--- src/rtl/i2s_tx_if.sv ---
`default_nettype none
// ============================================================================
// Module  : i2s_tx_if
// Brief   : 16-bit AXI4-Stream sample bus feeding the I2S transmitter.
// Revision: 1.0 - initial release
// ============================================================================
interface i2s_tx_if;
    logic        tvalid;
    logic [15:0] tdata;
    logic        tready;

    modport master (
        output tvalid,
        output tdata,
        input  tready
    );

    modport slave (
        input  tvalid,
        input  tdata,
        output tready
    );
endinterface
`default_nettype wire

--- src/rtl/i2s_tx.sv ---
`default_nettype none
// ============================================================================
// Module  : i2s_tx
// Brief   : Mono-to-stereo I2S transmitter with one-entry sample buffer and
//           underrun flag. Define I2S_TX_HOLD_LAST_EN to repeat the last
//           sample on underrun instead of sending silence.
// Revision: 1.0 - initial release
// ============================================================================
module i2s_tx #(
    parameter int BCLK_DIV = 4
) (
    input  wire logic clk,
    input  wire logic reset,
    i2s_tx_if.slave   s_axis,
    output logic      bclk,
    output logic      lrclk,
    output logic      sdata,
    output logic      underrun
);

    localparam int                 c_CNT_W   = (BCLK_DIV > 1) ? $clog2(BCLK_DIV) : 1;
    localparam logic [c_CNT_W-1:0] c_CNT_MAX = c_CNT_W'(BCLK_DIV - 1);

    logic [c_CNT_W-1:0] r_cnt;
    logic               r_bclk;
    logic [4:0]         r_slot;
    logic               r_lrclk;
    logic               r_sdata;
    logic               r_underrun;
    logic [31:0]        r_shift;
    logic [15:0]        r_buf;
    logic               r_full;

    logic               w_tick;
    logic               w_fall;
    logic               w_load;
    logic               w_hs;
    logic [4:0]         w_slot_nxt;
    logic [15:0]        w_fill;
    logic [31:0]        w_shift_nxt;

`ifdef I2S_TX_HOLD_LAST_EN
    logic [15:0]        r_last;

    always_ff @(posedge clk or posedge reset) begin
        if (reset) begin
            r_last <= 16'h0000;
        end else if (w_load && r_full) begin
            r_last <= r_buf;
        end
    end

    assign w_fill = r_last;
`else
    assign w_fill = 16'h0000;
`endif

    // A fall event is the divider wrap that takes bclk from 1 to 0; the frame
    // is (re)loaded on the fall event that enters slot 1.
    always_comb begin
        w_tick     = (r_cnt == c_CNT_MAX);
        w_fall     = w_tick && r_bclk;
        w_load     = w_fall && (r_slot == 5'd0);
        w_hs       = s_axis.tvalid && !r_full;
        w_slot_nxt = r_slot + 5'd1;
        if (w_load) begin
            w_shift_nxt = r_full ? {r_buf, r_buf} : {w_fill, w_fill};
        end else begin
            w_shift_nxt = {r_shift[30:0], 1'b0};
        end
    end

    always_ff @(posedge clk or posedge reset) begin
        if (reset) begin
            r_cnt  <= '0;
            r_bclk <= 1'b0;
        end else if (w_tick) begin
            r_cnt  <= '0;
            r_bclk <= ~r_bclk;
        end else begin
            r_cnt  <= r_cnt + c_CNT_W'(1);
        end
    end

    // sdata takes the post-load/post-shift MSB so the left MSB lands in slot 1.
    always_ff @(posedge clk or posedge reset) begin
        if (reset) begin
            r_slot  <= 5'd0;
            r_lrclk <= 1'b0;
            r_shift <= 32'h0000_0000;
            r_sdata <= 1'b0;
        end else if (w_fall) begin
            r_slot  <= w_slot_nxt;
            r_lrclk <= w_slot_nxt[4];
            r_shift <= w_shift_nxt;
            r_sdata <= w_shift_nxt[31];
        end
    end

    // A load with the buffer empty takes the underrun path even if a sample
    // is captured on the same edge; that sample waits for the next frame.
    always_ff @(posedge clk or posedge reset) begin
        if (reset) begin
            r_full <= 1'b0;
            r_buf  <= 16'h0000;
        end else if (w_load && r_full) begin
            r_full <= 1'b0;
        end else if (w_hs) begin
            r_full <= 1'b1;
            r_buf  <= s_axis.tdata;
        end
    end

    always_ff @(posedge clk or posedge reset) begin
        if (reset) begin
            r_underrun <= 1'b0;
        end else begin
            r_underrun <= w_load && !r_full;
        end
    end

    assign s_axis.tready = ~r_full;
    assign bclk          = r_bclk;
    assign lrclk         = r_lrclk;
    assign sdata         = r_sdata;
    assign underrun      = r_underrun;

endmodule
`default_nettype wire

--- src/flat_wrapper.sv ---
// flat-port wrapper written by rule: the top's interface ports become plain ports
module i2s_tx_flat 
#(
    parameter int BCLK_DIV = 4
)
  (clk, reset, bclk, lrclk, sdata, underrun, s_axis_tvalid, s_axis_tdata, s_axis_tready);
  i2s_tx_if s_axis_i ();
  input  wire logic clk;
  input  wire logic reset;
  output logic bclk;
  output logic lrclk;
  output logic sdata;
  output logic underrun;
  input wire logic [$bits(s_axis_i.tvalid)-1:0] s_axis_tvalid;
  input wire logic [$bits(s_axis_i.tdata)-1:0] s_axis_tdata;
  output wire logic [$bits(s_axis_i.tready)-1:0] s_axis_tready;
  assign s_axis_i.tvalid = s_axis_tvalid;
  assign s_axis_i.tdata = s_axis_tdata;
  assign s_axis_tready = s_axis_i.tready;
  i2s_tx #(.BCLK_DIV(BCLK_DIV)) u_core (.clk(clk), .reset(reset), .s_axis(s_axis_i), .bclk(bclk), .lrclk(lrclk), .sdata(sdata), .underrun(underrun));
endmodule
--- config.mk ---
export PLATFORM = sky130hd
export DESIGN_NAME = i2s_tx_flat
export DESIGN_NICKNAME = d
export VERILOG_FILES = /design/src/rtl/i2s_tx_if.sv /design/src/rtl/i2s_tx.sv /design/src/flat_wrapper.sv
export SDC_FILE = /design/constraint.sdc
export NUM_CORES = 1
export LEC_CHECK = 0
export CAP_MARGIN = 20
export CORE_MARGIN = 4
export CORE_UTILIZATION = 51
export DETAILED_ROUTE_END_ITERATION = 6
export GPL_TIMING_DRIVEN = 0
export PLACE_DENSITY = 0.86
export SLEW_MARGIN = 0
export SYNTH_ARGS = -nofsm -noshare
export SYNTH_HDL_FRONTEND = slang
export SYNTH_SLANG_ARGS = --single-unit
--- constraint.sdc ---
create_clock -name clk -period 1.9 [get_ports clk]
set_clock_uncertainty 0.1 [all_clocks]
set_input_delay 0.285 -clock clk [delete_from_list [all_inputs] [get_ports clk]]
set_output_delay 0.285 -clock clk [all_outputs]
set_load 0.05 [all_outputs]
==> metrics.md <==
| Metric | Value |
|---|---|
| Run status | `finished, final reports clean` |
| Initial antenna violation count | `0` |
| Area of the multi-input gates | `1030 sq um` |
| CP required | `1.51 ns` |
| Gp weighted congestion | `0.798` |
| Register area share after synthesis | `56.4%` |
| Max transition margin | `62.7%` |
| CTS tree | `built` |
| GR Util All Layers | `18.1%` |
| Total Routed Length | `4960 um` |
| RR Startpoint | `u_core.r_slot[0]` |
| Reg2Reg Depth | `7` |
| Synth Area in Simple Gates | `12.2%` |
| Initial DRC count | `77` |
| First-pass GRT wire length | `8470 um` |
| Fin crit share | `96.0%` |
| Synth Area in Adders | `1.46%` |
| Cells after synthesis | `224` |
| Mux cell area share after synthesis | `17.9%` |
| DIE WIDTH | `79.1 um` |
| CTS Sinks | `58` |
| Vias per cell | `5.22` |
| # hold bufs at CTS | `0` |
| Fmax | `548 MHz` |
| Endpoints failing setup | `0` |
| Ant. Diodes | `0` |
| CTS Root Cell | `clkbuf_8` |
| Port Buffer Count | `23` |
| CP Capture Type | `output pin` |
| Vias in the first global route | `1813` |
| Share of cells above drive strength 1 | `18.4%` |
| Post-Syn Nets | `246` |
| Routed wire length per instance | `14.9 um` |
| Post-synth top cells | `dfrtp_1, nand2_1, mux2i_1, o21ai_1, mux2_2` |
| FF/Latch Area | `1450 sq um` |
| Layout area overhead | `21.9%` |
| Yosys top cell by area | `dfrtp_1` |
| Final Power | `3.40 mW` |
| Max clock buf depth | `2` |
| Yosys reg bits | `58` |
| Min Tclk post-route | `1.82 ns` |
| Routed Antenna Nets | `0` |
| CP Cell Sequence | `clkdlybuf4s50_1` |
| Main combinational cell family by area after synthesis | `multiplexers` |
| Top delay family on crit path | `buffers and inverters` |
| Xor-xnor portion of the synthesized cell area | `1.70%` |
| Asr flop ratio synth | `100%` |
| Crit start category | `flip-flop` |
| H-tree levels | `3` |
| Buf/Inv on CP | `1` |
| CP Max Fanout | `1` |
| Grt total ovfl | `0` |
| Reg clk slew, reported paths | `0.06 ns` |
| Via Count | `1745` |
| Hold Vio Cnt, Final | `0` |
| R2r endpoint | `u_core.r_shift[17]` |
| Ys flop type | `dfrtp_1` |
| Layout filler cell count | `388` |
| Initial core utilization | `53.5%` |
| Hold Crit Class | `input pin to async pin` |
| Slowest stage delay, CP | `0.79 ns` |
| Share of the synthesized area in the top cell type | `56.4%` |
| Nets | `284` |
| RSZ-0062 raised after global routing | `false` |
| Measured slew at the worst slew-check pin | `0.558 ns` |
| Die height | `79.1 um` |
| Post-synth EDFFs | `0` |
| Synth area leaders | `dfrtp_1, mux2i_1, mux2_2` |
| Arr. time, crit path | `1.44 ns` |
| Row cnt | `25` |
| Compound-gate portion of the synthesized area | `6.71%` |
| Io pins | `24` |
| Final TNS setup | `0 ns` |
| Slew Viols, Final | `0` |
| Largest net degree at the start of global routing | `33` |
| Die ar. | `6250 sq um` |
| Peak VDD IR | `0.000667 V` |
| Max Cap Viol | `0` |
| First-pass iteration count of the detailed router | `4` |
| Most common cell in the netlist | `dfrtp_1` |
| CTS buffer count | `9` |
| Leak | `1.34 nW` |
| Worst-Skew Late Latency | `0.34 ns` |
| Remaining DRCs | `0` |
| Worst path slowest cell | `clkdlybuf4s50_1` |
| Ys Warns | `0` |
| Syn_area_per_cell | `11.5 sq um` |
| Synthesized area | `2570 sq um` |
| Pwr dens | `1080 nW/um^2` |
| Crit Path Category | `flip-flop to output pin` |
| Core region area | `4820 sq um` |
| Cell variety after synth | `23` |
| DP HPWL | `3370 um` |
| R2R Setup Slk | `0.11 ns` |
-- what timing repair did --
action,in CTS,in global routing
setup endpoints to repair,26,2
endpoints found under the hold margin,0,0
setup buffers,3,0
gates resized for setup,9,6
-- layer usage --
layer / wire length [um] / vias to the layer above / GRT usage [%]
met5: 0 / - / 0
met3: 153 / 12 / 3.74
met4: 116 / 0 / 10.3
li1: - / 837 / -
met2: 2500 / 30 / 30.1
met1: 2190 / 866 / 21.8
-- cell type report --
cell class              count  share of cell area, %
multi-input cells         148                   32.8
well taps                  67                   2.67
plain buffers              14                   2.83
repair buffers             27                   8.53
clock buffers              15                   6.26
clock inverters             1                  0.159
flip-flops and latches     58                   46.3
inverters                   4                  0.478
-- kinds of logic (layout without fill, tap and decap cells) --
| logic type | after synthesis | in the layout |
|---|---|---|
| AND/OR/NAND/NOR | 63 | 63 |
| adder cells (fa/ha/maj) | 3 | 3 |
| buffers and inverters | 18 | 61 |
| AO/OA/AOI/OAI | 33 | 33 |
| multiplexers | 44 | 44 |
| flip-flops | 58 | 58 |
| XOR/XNOR | 5 | 5 |
-- layout by cell type, fill, tap and decap left out, drive strengths merged, types with 2 or more instances in the layout --
cell type,netlist,layout
xnor2,4,4
nand4,3,3
dlygate4sd2,0,2
clkbuf,8,24
clkdlybuf4s50,0,19
mux2i,28,28
buf,6,10
inv,4,4
o21ai,29,29
nand2b,2,2
nand2,36,36
and2,15,15
dfrtp,58,58
a31oi,2,2
mux2,16,16
nor2,4,4
ha,3,3
-- sequential cells by signal, indices dropped and copies added (netlist names) --
name and cells:
u_core.underrun 1, u_core.sdata 1, u_core.bclk 1, u_core.r_buf 16, u_core.r_full 1, u_core.r_slot 4, u_core.lrclk 1, u_core.r_cnt 2
u_core.r_shift 31
-- report_power, final --
part | internal, mW | switching (mW)
registers | 1.52 | 0.135
clock network | 0.650 | 0.456
logic | 0.346 | 0.293
total | 2.52 | 0.884
-- stage by stage --
step	std cells	setup WS, ns	utilization [%]	area, sq um	hold slack (ns)
global placement	314	-0.915	60.0	2890	0.321
floorplan	224	0.0870	-	2570	0.310
global route	334	0.0120	65.1	3140	0.276
detailed placement	315	-0.266	60.4	2910	0.333
CTS	334	-0.0872	65.1	3140	0.232
finish	334	0.0763	65.1	3140	0.222
-- worst max-delay path by stage --
stage	slack (ns)	start	to	cells past startpoint
6_report	0.08	u_core.underrun	underrun	1
5_1_grt	0.01	u_core.r_slot[0]	u_core.r_shift[17]	7
4_1_cts	-0.09	u_core.r_full	s_axis_tready	4
3_5_place_dp	-0.27	u_core.r_full	s_axis_tready	4
3_3_place_gp	-0.91	reset	u_core.r_cnt[0]	2
2_1_floorplan	0.09	reset	u_core.bclk	1
Note: power is estimated with default switching activity, not from simulation.
